<file path="config.mk">
export PLATFORM = sky130hd
export DESIGN_NAME = sisc_fetch_unit
export DESIGN_NICKNAME = d
export VERILOG_FILES = /design/src/rtl/sisc_pkg.sv /design/src/rtl/sisc_pc_unit.sv /design/src/rtl/sisc_fetch_unit.sv
export SDC_FILE = /design/constraint.sdc
export NUM_CORES = 1
export LEC_CHECK = 0
export CAP_MARGIN = 25
export CORE_ASPECT_RATIO = 1.4
export CORE_UTILIZATION = 26
export CTS_CLUSTER_SIZE = 8
export DETAILED_ROUTE_END_ITERATION = 12
export PLACE_DENSITY_LB_ADDON = 0.1
export SYNTH_ARGS = -nofsm -noshare
export SYNTH_HDL_FRONTEND = slang
export SYNTH_SLANG_ARGS = --single-unit
</file>
<file path="constraint.sdc">
create_clock -name clk -period 3.5 [get_ports clk]
set_input_delay 0.525 -clock clk [delete_from_list [all_inputs] [get_ports clk]]
set_output_delay 0.525 -clock clk [all_outputs]
set_load 0.05 [all_outputs]
</file>
<file path="src/rtl/sisc_pkg.sv">
// sisc_pkg: constants and types shared across the SISC fetch stage.
//   - opcode encodings carried in ir[31:28]
//   - bit positions of the opcode, mm and imm fields in an instruction word
//   - fetch handshake state enum
package sisc_pkg;

    localparam logic [3:0] OP_NOOP   = 4'd0;
    localparam logic [3:0] OP_LOD    = 4'd1;
    localparam logic [3:0] OP_STR    = 4'd2;
    localparam logic [3:0] OP_SWP    = 4'd3;
    localparam logic [3:0] OP_BRA    = 4'd4;
    localparam logic [3:0] OP_BRR    = 4'd5;
    localparam logic [3:0] OP_BNE    = 4'd6;
    localparam logic [3:0] OP_BNR    = 4'd7;
    localparam logic [3:0] OP_ALU_OP = 4'd8;
    localparam logic [3:0] OP_HLT    = 4'd15;

    localparam int OPC_MSB = 31;
    localparam int OPC_LSB = 28;
    localparam int MM_MSB  = 27;
    localparam int MM_LSB  = 24;
    localparam int IMM_MSB = 15;
    localparam int IMM_LSB = 0;

    typedef enum logic {
        FETCH_IDLE = 1'b0,
        FETCH_BUSY = 1'b1
    } fetch_state_e;

endpackage

</file>
<file path="src/rtl/sisc_pc_unit.sv">
// sisc_pc_unit: program counter register and next-PC selection.
// Ports:
//   clk, rst      clock, async active-high reset (pc <- RESET_PC)
//   pc_rst        synchronous clear to RESET_PC, wins over pc_write
//   pc_write      update enable
//   pc_sel        0 = increment, 1 = branch
//   br_sel        branch kind: 1 = absolute imm, 0 = pc + signed imm
//   imm           16-bit immediate from the instruction register
//   pc            current program counter
// All arithmetic wraps modulo 2^PC_W.
module sisc_pc_unit #(
    parameter int PC_W     = 16,
    parameter int RESET_PC = 0
) (
    input  logic            clk,
    input  logic            rst,
    input  logic            pc_rst,
    input  logic            pc_write,
    input  logic            pc_sel,
    input  logic            br_sel,
    input  logic [15:0]     imm,
    output logic [PC_W-1:0] pc
);

    localparam logic [PC_W-1:0] PC_INIT = PC_W'(RESET_PC);

    logic [PC_W-1:0] pc_next;
    logic [PC_W-1:0] imm_abs;
    logic [PC_W-1:0] imm_rel;

    // Size casts zero-extend the absolute target and sign-extend the
    // relative offset, truncating either when PC_W is narrower than 16.
    assign imm_abs = PC_W'(imm);
    assign imm_rel = PC_W'($signed(imm));

    always_comb begin
        pc_next = pc;
        if (pc_rst) begin
            pc_next = PC_INIT;
        end else if (pc_write) begin
            if (!pc_sel)
                pc_next = pc + PC_W'(1);
            else if (br_sel)
                pc_next = imm_abs;
            else
                pc_next = pc + imm_rel;
        end
    end

    always_ff @(posedge clk or posedge rst) begin
        if (rst)
            pc <= PC_INIT;
        else
            pc <= pc_next;
    end

endmodule

</file>
<file path="src/rtl/sisc_fetch_unit.sv">
// sisc_fetch_unit: instruction fetch stage of the SISC CPU.
// Holds PC and IR, runs a req/ack handshake with instruction memory and
// abandons a fetch that sees no ack within TIMEOUT busy cycles.
// Ports:
//   clk, rst                 clock, async active-high reset
//   pc_rst, pc_write,
//   pc_sel, br_sel           PC commands from the controller
//   ir_load                  start a fetch at the current pc
//   im_req, im_addr          memory request / address (stable while req)
//   im_ack, im_rdata         memory acknowledge / instruction word
//   pc, ir                   program counter, instruction register
//   opcode, mm, imm          combinational fields of ir
//   if_busy                  fetch outstanding
//   fetch_err                sticky timeout flag, cleared only by rst
//
// state      | meaning
// FETCH_IDLE | no fetch outstanding, waiting for ir_load
// FETCH_BUSY | request asserted, waiting for ack, timeout or pc_rst abort
module sisc_fetch_unit
    import sisc_pkg::*;
#(
    parameter int PC_W     = 16,
    parameter int IW       = 32,
    parameter int TIMEOUT  = 15,
    parameter int RESET_PC = 0
) (
    input  logic            clk,
    input  logic            rst,
    input  logic            pc_rst,
    input  logic            pc_write,
    input  logic            pc_sel,
    input  logic            br_sel,
    input  logic            ir_load,
    output logic            im_req,
    output logic [PC_W-1:0] im_addr,
    input  logic            im_ack,
    input  logic [IW-1:0]   im_rdata,
    output logic [PC_W-1:0] pc,
    output logic [IW-1:0]   ir,
    output logic [3:0]      opcode,
    output logic [3:0]      mm,
    output logic [15:0]     imm,
    output logic            if_busy,
    output logic            fetch_err
);

    // Last busy cycle before giving up; counter starts at 0 in the first
    // busy cycle, so the fetch lasts TIMEOUT cycles in total.
    localparam logic [7:0] TO_LAST = 8'(TIMEOUT - 1);

    fetch_state_e    state, state_n;
    logic [7:0]      cnt, cnt_n;
    logic [IW-1:0]   ir_n;
    logic [PC_W-1:0] addr_n;
    logic            err_n;

    sisc_pc_unit #(
        .PC_W     (PC_W),
        .RESET_PC (RESET_PC)
    ) u_pc (
        .clk      (clk),
        .rst      (rst),
        .pc_rst   (pc_rst),
        .pc_write (pc_write),
        .pc_sel   (pc_sel),
        .br_sel   (br_sel),
        .imm      (imm),
        .pc       (pc)
    );

    assign opcode  = ir[OPC_MSB:OPC_LSB];
    assign mm      = ir[MM_MSB:MM_LSB];
    assign imm     = ir[IMM_MSB:IMM_LSB];

    // Decoded straight from the state register so an async rst drops
    // the request in the same instant.
    assign im_req  = (state == FETCH_BUSY);
    assign if_busy = (state == FETCH_BUSY);

    always_comb begin
        state_n = state;
        cnt_n   = cnt;
        ir_n    = ir;
        addr_n  = im_addr;
        err_n   = fetch_err;
        case (state)
            FETCH_IDLE: begin
                if (ir_load) begin
                    // pc is still the pre-update value here even when
                    // pc_write is asserted in the same cycle.
                    addr_n  = pc;
                    cnt_n   = 8'd0;
                    state_n = FETCH_BUSY;
                end
            end
            FETCH_BUSY: begin
                if (pc_rst) begin
                    state_n = FETCH_IDLE;
                end else if (im_ack) begin
                    ir_n    = im_rdata;
                    state_n = FETCH_IDLE;
                end else if (cnt == TO_LAST) begin
                    ir_n    = '0;
                    err_n   = 1'b1;
                    state_n = FETCH_IDLE;
                end else begin
                    cnt_n   = cnt + 8'd1;
                end
            end
            default: state_n = FETCH_IDLE;
        endcase
    end

    always_ff @(posedge clk or posedge rst) begin
        if (rst) begin
            state     <= FETCH_IDLE;
            cnt       <= 8'd0;
            ir        <= '0;
            im_addr   <= '0;
            fetch_err <= 1'b0;
        end else begin
            state     <= state_n;
            cnt       <= cnt_n;
            ir        <= ir_n;
            im_addr   <= addr_n;
            fetch_err <= err_n;
        end
    end

endmodule
</file>
==> metrics.md <==
| Metric | Value |
|---|---|
| Compound-gate portion of the synthesized area | `23.7%` |
| GR Overflow Total | `0` |
| Pin count of the biggest net entering global routing | `38` |
| ANT nets after route | `0` |
| Max-cap viol count | `0` |
| First-pass GRT wire length | `21400 µm` |
| Die Y | `156 µm` |
| Initial DRT Pass Iterations | `8` |
| Boundary Pins | `131` |
| Synth unique cells | `67` |
| Critical path's slowest cell | `dfrtp_1` |
| Max incr delay on CP | `approximately 0.50 ns` |
| Met1 Use GR | `20.4%` |
| CP Launch Type | `flop` |
| Final net count | `628` |
| Max Freq | `414 MHz` |
| Synthesized netlist cell count | `468` |
| Final worst path period need | `2.42 ns` |
| Met3 usage | `2.44%` |
| Worst path cell trace | `ha_1 > inv_1 > fa_1 > nor2b_1 > o31ai_1 > a21oi_1 > o22ai_1 > xor2_1 > o22ai_1` |
| Non-Filler Instances | `777` |
| Share of cells above drive strength 1 | `8.36%` |
| Gpl congestion | `0.827` |
| CORE AREA | `0.0167 mm²` |
| Sequential Power Share | `a little under a third` |
| Post-CTS Setup Bufs | `0` |
| Mux share of post-synthesis cell area | `1.44%` |
| Max_slew headroom | `44.9%` |
| Status | `finished with violations` |
| RSZ-0062 raised after global routing | `false` |
| HPWL Detailed | `9920 µm` |
| Internal | `0.00211 W` |
| Netlist Area Pre-Place | `approximately 0.0044 mm²` |
| Avg Cell Area, Syn | `9.45 µm²` |
| Synth async-reset ratio | `100%` |
| Clk buf depth | `2` |
| Failing checks | `design-rule violations` |
| Worst Setup End Kind | `flop` |
| Hold slack | `0.474 ns` |
| Clk network pwr share | `25.1%` |
| Core Util, Final | `a little over a third` |
| Setup CP Type | `reg2reg` |
| PortBufs | `130` |
| CP Data Required Time | `3.76 ns` |
| CP delay by family, top | `compound AO/OA/AOI/OAI gates` |
| Post-CTS Resized | `0` |
| CTS sink count | `74` |
| Comb pwr share | `44.0%` |
| Switching Share | `43.3%` |
| Via count | `3856` |
| Leak | `~2.6 nW` |
| # setup viols final | `0` |
| GR peak layer | `met2` |
| Top cell by count, worst path | `o22ai_1` |
| Fin area | `0.00602 mm²` |
| Vias per std cell | `4.96` |
| Area Growth Syn to Fin | `36.2%` |
| Max IR drop VDD | `between 0.0002 and 0.0003 V` |
| Final Hold Violating Endpoints | `0` |
| Post-CTS Hold Buffers | `0` |
| Detailed Route WL | `13400 µm` |
| Antenna violations before repair | `0` |
| Largest family of logic cells by synthesized area | `compound AO/OA/AOI/OAI gates` |
| DP Cell Count | `761` |
| Final period utilization | `between 60% and 70%` |
| Tot GR Track Use | `15.7%` |
| PD cells | `between 600 and 700 mW/mm²` |
| TNS Setup | `0 ns` |
| Arr. time, crit path | `2.68 ns` |
| CP Max Fanout | `8` |
| Area share of fa/ha/maj cells after synthesis | `5.54%` |
| Syn Nets | `527` |
| Initial Util | `around a quarter` |
| TritonCTS clock tree | `built` |
| Vias in the first global route | `approximately 3900` |
| Post-synth EDFFs | `0` |
| CTS buffer count | `9` |
| Die area | `roughly 0.018 mm²` |
| Simple-gate share of the synthesized area | `15.6%` |
| Yosys warns | `0` |
| Top_reg_cell synth | `dfrtp_1` |
| DR DRC count | `8` |
| Synthesized flop and latch total | `74` |
| Global routing usage on met2 | `25.6%` |
| Register area share after synthesis | `41.9%` |
| Htree depth | `3` |
| Worst Hold Class | `reg2reg` |
| DIE WIDTH | `112 µm` |
| Critical path buffers and inverters | `1` |
| Max Slew Vio Count | `0` |
| CTS Root Cell | `clkbuf_16` |
| Row cnt | `56` |
| XOR/XNOR Fraction of Synth Area | `3.37%` |
| Iteration-0 DRC Markers | `roughly 170` |
| Clock skew | `between 0.007 and 0.008 ns` |
| Worst Tran Pin Value | `about 0.83 ns` |
| Switch Pwr | `0.00161 W` |
| WL/cell | `~17 µm` |
| Placement Cell Area | `between 0.005 and 0.006 mm²` |
| Number of diodes | `0` |
| Worst-Skew Late Latency | `0.34 ns` |
| Worst-path clk slew | `0.06 ns` |
routing by layer:
layer | share of wire [%] | wire length, µm | vias to the layer above
met5 | 0 | 0 | -
li1 | - | - | 1874
met4 | 2.6 | 343 | 0
met1 | 46 | 6100 | 1826
met3 | 4.6 | 619 | 20
met2 | 47 | 6340 | 136
worst paths after layout:
check / startpoint / endpoint / slack, ns / cells after the start
worst max-delay path: u_pc.pc[0] / u_pc.pc[12] / 1.08 / 9
worst min-delay path: im_addr[7] / im_addr[7] / 0.47 / 2
worst max register to register: u_pc.pc[0] / u_pc.pc[12] / 1.08 / 9
worst min register to register: im_addr[7] / im_addr[7] / 0.47 / 2
max in group asynchronous: rst / ir[2] / 2.19 / 3
min in group asynchronous: rst / im_addr[2] / 0.59 / 2
placed cells by master (no fill, tap or decap), types with 3 or more instances in the layout:
cell type / synthesis / routed
a211oi_1: 7 / 7
a21o_1: 5 / 5
a21oi_1: 24 / 24
a22o_1: 32 / 32
a31oi_1: 6 / 6
and3_1: 4 / 4
buf_4: 25 / 10
clkbuf_16: 0 / 9
clkdlybuf4s50_1: 0 / 130
clkinv_2: 0 / 3
clkinvlp_4: 0 / 4
dfrtp_1: 74 / 74
ha_1: 18 / 18
inv_1: 12 / 11
mux2_2: 3 / 3
mux2i_1: 3 / 3
nand2_1: 67 / 67
nand3_1: 12 / 12
nand4_1: 13 / 13
nor2_1: 32 / 32
nor2b_1: 5 / 5
nor3_1: 6 / 6
o211ai_1: 3 / 3
o21a_1: 3 / 3
o21ai_0: 20 / 20
o21ai_1: 3 / 3
o21bai_1: 4 / 3
o31ai_1: 4 / 4
xnor2_1: 5 / 5
xor2_1: 12 / 12
worst register-to-register path, cell delays in order, from the launching register on:
cell,delay (ns)
dfrtp_1,0.50
ha_1,0.26
inv_1,0.06
fa_1,0.38
nor2b_1,0.22
o31ai_1,0.14
a21oi_1,0.33
o22ai_1,0.14
xor2_1,0.16
o22ai_1,0.15
cell usage after synthesis (3+ instances only):
master	number	area, µm²
o21ai_0	20	100
a21o_1	5	37.5
o31ai_1	4	30.0
dfrtp_1	74	1850
nand2_1	67	251
buf_4	25	188
nand4_1	13	81.3
o21bai_1	4	30.0
a21oi_1	24	120
clkbuf_1	18	67.6
clkbuf_8	4	55.1
ha_1	18	225
mux2i_1	3	30.0
and3_1	4	25.0
o21a_1	3	22.5
a31oi_1	6	37.5
nor3_1	6	30.0
xnor2_1	5	43.8
a22o_1	32	280
inv_1	12	45.0
mux2_2	3	33.8
a211oi_1	7	52.6
o211ai_1	3	22.5
xor2_1	12	105
nand3_1	12	60.1
o21ai_1	3	15.0
nor2b_1	5	31.3
nor2_1	32	120
power groups by stage:
| stage | Combinational (W) | Clock, W | Sequential (W) |
|---|---|---|---|
| 4_1_cts | 0.00164 | 0.000962 | 0.00115 |
| 3_5_place_dp | 0.00164 | 0 | 0.00117 |
| 6_report | 0.00163 | 0.000931 | 0.00115 |
| 3_3_place_gp | 0.00163 | 0 | 0.00117 |
| 5_1_grt | 0.00172 | 0.000987 | 0.00118 |
| 2_1_floorplan | 0.000767 | 0 | 0.00155 |
state kept, by name, indices dropped and copies added, names as in the netlist:
signal     cells
if_busy        1
ir            32
im_addr       16
u_pc.pc       16
cnt            8
fetch_err      1
cell families (layout without fill, tap and decap cells):
kind of cell	count (synthesis)	count (layout)
buffers and inverters	62	168
flip-flops	74	74
AND/OR/NAND/NOR	151	151
multiplexers	6	6
adder cells (fa/ha/maj)	19	19
AO/OA/AOI/OAI	139	139
XOR/XNOR	17	17
through the flow:
stage,total power (W),setup WS (ns)
6_report,0.00371,1.08
4_1_cts,0.00376,1.05
5_1_grt,0.00389,0.905
3_3_place_gp,0.00280,1.11
2_1_floorplan,0.00232,1.07
3_5_place_dp,0.00280,1.07
area by class of cell:
class,instances,area (µm²)
clock buffers,9,225
flip-flops and latches,74,1850
inverters,12,46.3
fillers,1715,10700
multi-input cells,332,2200
repair buffers,140,1380
clock inverters,7,70.1
well taps,203,254
Power figures use the tool's default switching activity.
